### src/rtl/aes_frame_loader.sv
// rtl/aes_frame_loader.sv - byte-serial key/text assembler and launcher for the AES core (option: AES_LOADER_PREFETCH_EN)
module aes_frame_loader #(
    parameter int CORE_LATENCY = 11
) (
    input  logic         clk,
    input  logic         reset,
    input  logic [7:0]   in_byte,
    input  logic         in_key_sel,
    input  logic         in_valid,
    output logic         in_ready,
    output logic [127:0] out_key,
    output logic [127:0] out_text,
    output logic         out_valid,
    input  logic         out_ready,
    output logic         busy,
    output logic         err_nokey
);

    typedef enum logic [1:0] {IDLE, LAUNCH, WAIT} state_t;
    state_t state, state_nxt;

    logic [4:0]   bcnt;
    logic         frame_is_key;
    logic         key_loaded;
    logic         frame_full;
    logic [127:0] asm_key;
    logic [127:0] asm_text;
    logic [7:0]   wcnt;

    logic accept, first_byte, cur_is_key, last_byte, to_key;
    logic frame_done, launch_now, launch_direct;

    // A text-only frame with no stored key is promoted to a key frame on its first byte.
    assign accept        = in_valid & in_ready;
    assign first_byte    = (bcnt == 5'd0);
    assign cur_is_key    = first_byte ? (in_key_sel | ~key_loaded) : frame_is_key;
    assign last_byte     = cur_is_key ? (bcnt == 5'd31) : (bcnt == 5'd15);
    assign to_key        = cur_is_key & ~bcnt[4];
    assign frame_done    = accept & last_byte;
    assign launch_direct = (state == IDLE) & frame_done;
    assign launch_now    = (state == IDLE) & (frame_done | frame_full);

`ifdef AES_LOADER_PREFETCH_EN
    assign in_ready = ~reset & ~frame_full;
`else
    assign in_ready = ~reset & ~frame_full & (state == IDLE);
`endif

    always_ff @(posedge clk) begin
        if (reset) begin
            state <= IDLE;
        end else begin
            state <= state_nxt;
        end
    end

    always_comb begin
        state_nxt = state;
        case (state)
            IDLE:    if (launch_now) state_nxt = LAUNCH;
            LAUNCH:  if (out_ready) state_nxt = WAIT;
            WAIT:    if (wcnt == 8'd0) state_nxt = IDLE;
            default: state_nxt = IDLE;
        endcase
    end

    always_comb begin
        out_valid = (state == LAUNCH);
        busy      = (state != IDLE);
    end

    always_ff @(posedge clk) begin
        if (reset) begin
            bcnt         <= 5'd0;
            frame_is_key <= 1'b0;
            key_loaded   <= 1'b0;
            frame_full   <= 1'b0;
            asm_key      <= '0;
            asm_text     <= '0;
            out_key      <= '0;
            out_text     <= '0;
            wcnt         <= 8'd0;
            err_nokey    <= 1'b0;
        end else begin
            err_nokey <= accept & first_byte & ~in_key_sel & ~key_loaded;

            if (accept) begin
                if (first_byte) frame_is_key <= cur_is_key;
                bcnt <= last_byte ? 5'd0 : bcnt + 5'd1;
                if (to_key) asm_key <= {asm_key[119:0], in_byte};
                else        asm_text <= {asm_text[119:0], in_byte};
                if (last_byte && cur_is_key) key_loaded <= 1'b1;
            end

            // The final byte of a frame always lands in the text group, so bypass it on a direct launch.
            if (launch_now) begin
                out_key    <= asm_key;
                out_text   <= launch_direct ? {asm_text[119:0], in_byte} : asm_text;
                frame_full <= 1'b0;
            end else if (frame_done) begin
                frame_full <= 1'b1;
            end

            if (state == LAUNCH && out_ready) begin
                wcnt <= 8'(CORE_LATENCY - 1);
            end else if (state == WAIT && wcnt != 8'd0) begin
                wcnt <= wcnt - 8'd1;
            end
        end
    end

endmodule

### config.mk
export PLATFORM = sky130hd
export DESIGN_NAME = aes_frame_loader
export DESIGN_NICKNAME = d
export VERILOG_FILES = /design/src/rtl/aes_frame_loader.sv
export SDC_FILE = /design/constraint.sdc
export NUM_CORES = 1
export LEC_CHECK = 0
export CAP_MARGIN = 10
export CORE_MARGIN = 4
export CORE_UTILIZATION = 50
export CTS_CLUSTER_SIZE = 16
export DETAILED_ROUTE_END_ITERATION = 12
export GPL_TIMING_DRIVEN = 0
export PLACE_DENSITY = 0.74
export RECOVER_POWER = 100
export SLEW_MARGIN = 20
export SYNTH_ARGS = -nofsm -noshare
export SYNTH_HDL_FRONTEND = slang
export SYNTH_SLANG_ARGS = --single-unit
### constraint.sdc
create_clock -name clk -period 8.3 [get_ports clk]
set_input_delay 1.66 -clock clk [delete_from_list [all_inputs] [get_ports clk]]
set_output_delay 1.66 -clock clk [all_outputs]
set_load 0.005 [all_outputs]
==> run_results.csv <==
group,metric,value,unit
floorplan,start_util,0.5087,
layout,drive_above_1_share,0.04520,
setup_path,critPathMaxFanout,8,
sta,setup_violations,0,
yosys,synth_nets,2370,
sta,fin_setup_tns,0,ns
drt,drt_iter0_drc,1064,
sta,rsz0062_at_grt,"no",
sta,period_needed,5.551,ns
drt,via_per_inst,5.343,
cts,cts_buffers,53,
grt,grt_max_degree,15,
drt,antenna_left,0,
sta,clock_skew,0.02197,ns
cts,clockRootBuffer,"clkbuf_16",
worst_hold_path,hold_path_startpoint,"out_key[4]",
drt,route.detailed.drc,0,
drt,dr.pass1.iters,5,
floorplan,ios,273,
yosys,synthFlopType,"dfxtp_1",
grt,grtUsageTotal,0.2491,
setup_path,crit_start,"reset",
floorplan,fp-row-count,71,
setup_path,rrSetupSlack,4.29,ns
floorplan,fp.coreArea,0.03784,mm^2
grt,grt_pass1_wl,85010,um
layout,fin_nets,2697,
drt,wirelength,54210,um
yosys,synth_edf_count,0,
setup_path,startpoint_type,"input pin",
layout,seq_area,0.01063,mm^2
setup_path,crit_arrival,3.89,ns
setup_path,worstPathRequired,6.64,ns
power,power.density,208.3,mW/mm^2
yosys,yosys-top-cells-area,"dfxtp_1 55%, nand2_1 15%, a21oi_1 13%, nand2b_1 4.2%, o22ai_1 4.2%",
layout,nFillCells,3288,
cts,clock-sinks,531,
floorplan,die-area,0.04170,mm^2
grt,antenna_found_initial,2,
power,total_leakage_power,0.009072,uW
setup_path,r2r-start,"bcnt[0]",
sta,fin_crit_sh,0.6688,
power,switching_share,0.2162,
cts,postCtsSetupBuffers,0,
sta,slew_viol_final,0,
sta,worst_slew_pin_slew,0.9414,ns
power,peakVddDrop,0.1670,mV
placed_design,place_hpwl,38570,um
power,p_seq_frac,0.506,
cts,clkLatencyLatePin,0.59,ns
power,power_frac_clock,0.466,
cts,cts_buffer_depth,3,
sta,maxSlewHeadroom,0.3724,
grt,grt.overflow.total,0,
yosys,ys_ff_latch,531,
cts,clkTransAtPathRegs,0.06,ns
yosys,synth_top_area_share,0.5522,
cts,cts_tree,"built",
placed_design,io_buffer_count,272,
cts,cts_resized,0,
floorplan,die_h,204.2,um
power,power,5056,uW
power,netSwitchingPower,1093,uW
yosys,syn-cell-area,0.01925,mm^2
layout,synthToLayoutAreaGrowth,26.13,%
setup_path,endpoint_kind,"output pin",
power,power_frac_comb,0.028,
flow_run,drv_cap,0,
drt,wire_per_inst,16.77,um
yosys,netlist_instances,2352,
yosys,yosysTopAreaCell,"dfxtp_1",
yosys,synthArstFlopShare,0,
floorplan,die_w,204.2,um
drt,dr_total_vias,17270,
placed_design,gp_routability_congestion,0.8952,
outcome,status,"finished, final reports clean",
worst_hold_path,min_path_type,"reg2reg",
sta,final_hold_viol_count,0,
setup_path,crit_type,"in2out",
cts,cts_hold_buf,0,
yosys,synth_warnings,0,
yosys,syn_avg_cell_area,8.184,um^2
sta,fmax,180.1,MHz
cts,h-tree-depth,2,
layout,multi_input_area,0.007621,mm^2
grt,grt_pass1_vias,16320,
power,p_int,3963,uW
yosys,post_synth_num_cell_types,43,
yosys,yosysSeqAreaShare,0.5522,
-- power groups by stage --
stage	sequential, uW	combinational [uW]	clock [uW]
floorplan	2610	99.3	0
global route	2560	156	2500
finish	2560	144	2350
detailed placement	2610	144	0
global placement	2610	140	0
CTS	2560	145	2390
-- routing by layer --
layer | vias to the layer above | GRT usage | part of all wire
met1 | 8191 | 0.3275 | 0.43
li1 | 8498 | - | -
met5 | - | 0 | 0.00037
met2 | 500 | 0.4225 | 0.48
met3 | 83 | 0.04760 | 0.065
met4 | 2 | 0.06868 | 0.021
-- critical path, cell delays in order --
cell           delay (ns)
dlygate4sd3_1        0.71
or4_1                0.46
clkbuf_1             0.19
inv_1                0.21
dlygate4sd3_1        0.65
-- cells by family (layout without fill, tap and decap cells) --
kind of cell,count (synthesis),in the layout,synth area share
muxes,2,2,0.001105
and+or+nand+nor,950,950,0.2064
adders and majority gates,5,5,0.003250
AOI/OAI and AO/OA,662,662,0.1824
xor gates and xnor gates,6,6,0.002730
buffers and inverters,196,565,0.05187
other,0,1,0
DFF,531,531,0.5522
-- placed cells by master (no fill, tap or decap), drive strengths merged, types with 5 or more instances in the layout --
master | synthesis | routed
nand2b | 129 | 129
clkinv | 0 | 14
o22ai | 128 | 128
nor2 | 17 | 17
dfxtp | 531 | 531
nand2 | 771 | 771
inv | 10 | 12
clkbuf | 128 | 228
ha | 5 | 5
clkdlybuf4s50 | 0 | 10
buf | 58 | 32
dlygate4sd3 | 0 | 262
nor3 | 7 | 7
nand3 | 5 | 5
a21oi | 517 | 517
-- cell usage after synthesis (all sizes together), types with 2 or more instances --
cell    number
nand2      771
dfxtp      531
a21oi      517
nand2b     129
clkbuf     128
o22ai      128
buf         58
nor2        17
inv         10
nor3         7
ha           5
nand3        5
o21ai        4
a211oi       3
a31oi        3
nor2b        3
or3          3
or4          3
xnor2        3
xor2         3
and3         2
nor3b        2
-- state kept, by name, indices dropped and copies added (netlist names) --
name and cells:
wcnt 8, bcnt 5, state 2, out_key 128
asm_text 128, out_text 128, frame_full 1, err_nokey 1
frame_is_key 1, asm_key 128, key_loaded 1
-- worst paths after layout --
| kind | endpoint | depth (start not counted) |
|---|---|---|
| max | in_ready | 5 |
| min | out_key[4] | 2 |
| max reg2reg | out_key[88] | 12 |
| min reg2reg | out_key[4] | 2 |
-- layout make-up --
cell class	instances	area share
Antenna cell	1	0.0001031
Buffer	186	0.03721
Clock buffer	74	0.06241
Clock inverter	23	0.008555
Inverter	10	0.001546
Multi-Input combinational cell	1625	0.3139
Sequential cell	531	0.4378
Tap cell	511	0.02633
Timing Repair Buffer	272	0.1121
-- per-stage QoR --
step / hold WS, ns / std cells / cell area (um^2) / setup slack (ns) / util
finish: 0.4493 / 3233 / 24280 / 2.749 / 0.6416
global route: 0.4670 / 3233 / 24280 / 2.696 / 0.6416
CTS: 0.4546 / 3232 / 24330 / 2.994 / 0.6430
detailed placement: 0.4463 / 3135 / 22610 / 3.013 / 0.5975
global placement: 0.4418 / 3135 / 22610 / 3.021 / 0.5975
floorplan: 0.4321 / 2352 / 19250 / 4.353 / -
Power figures use the tool's default switching activity.
==> edit (same flow settings) <==
Add an input register stage for `in_key_sel`; this delays it by one clock. The other inputs are not delayed to match.
--- a/src/rtl/aes_frame_loader.sv
+++ b/src/rtl/aes_frame_loader.sv
@@ -17,6 +17,17 @@
 );
 
     typedef enum logic [1:0] {IDLE, LAUNCH, WAIT} state_t;
+
+    logic in_key_sel_q;
+
+    always_ff @(posedge clk) begin
+        if (reset) begin
+            in_key_sel_q <= '0;
+        end else begin
+            in_key_sel_q <= in_key_sel;
+        end
+    end
+
     state_t state, state_nxt;
 
     logic [4:0]   bcnt;
@@ -33,7 +44,7 @@
     // A text-only frame with no stored key is promoted to a key frame on its first byte.
     assign accept        = in_valid & in_ready;
     assign first_byte    = (bcnt == 5'd0);
-    assign cur_is_key    = first_byte ? (in_key_sel | ~key_loaded) : frame_is_key;
+    assign cur_is_key    = first_byte ? (in_key_sel_q | ~key_loaded) : frame_is_key;
     assign last_byte     = cur_is_key ? (bcnt == 5'd31) : (bcnt == 5'd15);
     assign to_key        = cur_is_key & ~bcnt[4];
     assign frame_done    = accept & last_byte;
@@ -82,7 +93,7 @@
             wcnt         <= 8'd0;
             err_nokey    <= 1'b0;
         end else begin
-            err_nokey <= accept & first_byte & ~in_key_sel & ~key_loaded;
+            err_nokey <= accept & first_byte & ~in_key_sel_q & ~key_loaded;
 
             if (accept) begin
                 if (first_byte) frame_is_key <= cur_is_key;
Check against the original RTL: not equivalent (a bounded check fails within 4 cycles, from zero or initial values and one cycle with reset high).
==> edit against the unedited design <==
  * Routed wire length up 1.9%
  * Die area is 0.37% higher
  * Count of clock-buffer cells in the layout fell by 1
  * First-iteration DRC count rose by 2.3%
  * Sequential power about the same
  * Worst setup slack improved by 0.29 ns
  * Worst hold slack better by 0.0030 ns
  * Final cell count grew 0.12%
  * Synthesized cell count up 0.30%
  * Combinational power about the same
  * Total power is 1.1% higher
  * Synthesized area is 0.38% higher
  * Final area up 0.37%
  * Sequential cell count increased by 1
  * Critical endpoint unchanged
==> edit: results (changes against the unedited design) <==
Run status -> finished clean
Layout cells sized above 1 -> 5.30% (+0.78 points)
Nets -> 2,702 (+0.19%)
Synth cell count leaders -> nand2_1 (773), dfxtp_1 (532), a21oi_1 (518)
Max VDD drop -> 0.000189 V (+13%)
Yosys warns -> 0 (unchanged)
CTS buffer count -> 52 (-1.9%)
Clk pin slew, worst setup/hold paths -> 0.06 ns (about the same)
DR top layer -> met4
Antenna violations before repair -> 7 (+5)
Met2 wire len -> 25.5 mm (-3.0%)
Synth top area cells -> dfxtp_1 (55%), nand2_1 (15%), a21oi_1 (13%)
Distinct cell type count after synthesis -> 43 (unchanged)
Clock Latency Late Sink -> 0.59 ns (about the same)
Vias in the first global route -> 16,460 (+0.84%)
Dpl ws -> 3.40 ns (+0.389 ns)
Port Buf Inserts -> 271 (-0.37%)
Fillcell total -> 3,308 (+0.61%)
Post-synth ARST share -> 0% (unchanged)
Worst-path fanout max -> 8 (unchanged)
Mapped Nets -> 2,377 (+0.30%)
Post-synthesis sequential area ratio -> 55.1% (-0.11 points)
Detailed Place HPWL -> 39.1 mm (+1.4%)
Type of the worst min-delay path -> reg2reg
Via/cell ratio -> 5.38 (+0.78%)
Clock Tree Buf Depth -> 3 (unchanged)
Pleak -> 9.16 nW (+0.97%)
CTS root buffer -> clkbuf_16
Routability congestion estimate -> 0.874 (-2.3%)
Critical Path Max Stage Delay -> 0.74 ns (+0.03 ns)
Post-DR wirelength/cell -> 17.1 um (+1.8%)
Resized Gates After CTS -> 0 (unchanged)
DR pass1 iterations -> 7 (+2)
DRT met1 WL -> 24.0 mm (+3.2%)
Clock skew -> 0.0182 ns (-0.00377 ns)
Rel. slew slack -> 37.3% (+0.098 points)
H-tree Lvls -> 2 (unchanged)
Post-route ant nets -> 0 (unchanged)
Global-route wire length before repair -> 85.9 mm (+1.0%)
Largest net degree at the start of global routing -> 15 (unchanged)
All-Layer GR Usage -> 25.1% (+0.21 points)
Post-CTS Setup Inserts -> 0 (unchanged)
Met3 wire length -> 3.86 mm (+8.7%)
Starting DRT DRC Count -> 1,089 (+2.3%)
Worst path slowest cell -> dlygate4sd3_1
## edit: path summary, 6_finish.rpt
path,startpoint,to,slack (ns),depth (start not counted)
worst min register to register,out_key[94],out_key[94],0.45,2
worst max register to register,bcnt[0],out_key[35],4.26,12
worst min-delay path,out_key[94],out_key[94],0.45,2
worst max-delay path,reset,in_ready,3.04,5
## edit: report_power, final
group / internal [mW] / switching [mW] / total [mW] / leakage [nW]
sequential: 2.56 / 0.00540 / 2.56 / 4.28
clock: 1.42 / 0.979 / 2.40 / 0.843
combinational: 0.0441 / 0.100 / 0.144 / 4.03
total: 4.03 / 1.08 / 5.11 / 9.16
## edit: kinds of logic after synthesis
group	Yosys count	synth area share [%]
mux	2	0.110
flops	532	55.1
fa+ha+maj	5	0.324
simple gates	952	20.6
xor+xnor	5	0.227
buf+inv	199	5.37
compound gates	664	18.2
## edit: worst max-delay path: cells and delay by family
family | cells | cell delay, ns
buf+inv | 4 | 1.76
simple gates | 1 | 0.18
## edit: cell type report
cell class	instances	area [um^2]	area share (%)
antenna	7	17.5	0.0719
buffer	188	950	3.90
clock buffer	73	1480	6.08
clock inverter	16	241	0.991
inverter	11	42.5	0.175
multi-input combinational	1628	7630	31.3
sequential	532	10700	43.7
tap	511	639	2.62
timing repair buffer	271	2710	11.1
## edit: stage by stage
| stage | std cells | cell area, um^2 |
|---|---|---|
| after floorplan | 2359 | 19300 |
| after CTS | 3230 | 24400 |
| after global placement | 3141 | 22700 |
| after global routing | 3237 | 24400 |
| final | 3237 | 24400 |
| after detailed placement | 3141 | 22700 |
## edit: metal layers
layer	track usage, %	vias up
met4	9.31	0
met5	0	-
met2	40.4	571
li1	-	8514
met3	5.02	111
met1	33.8	8234
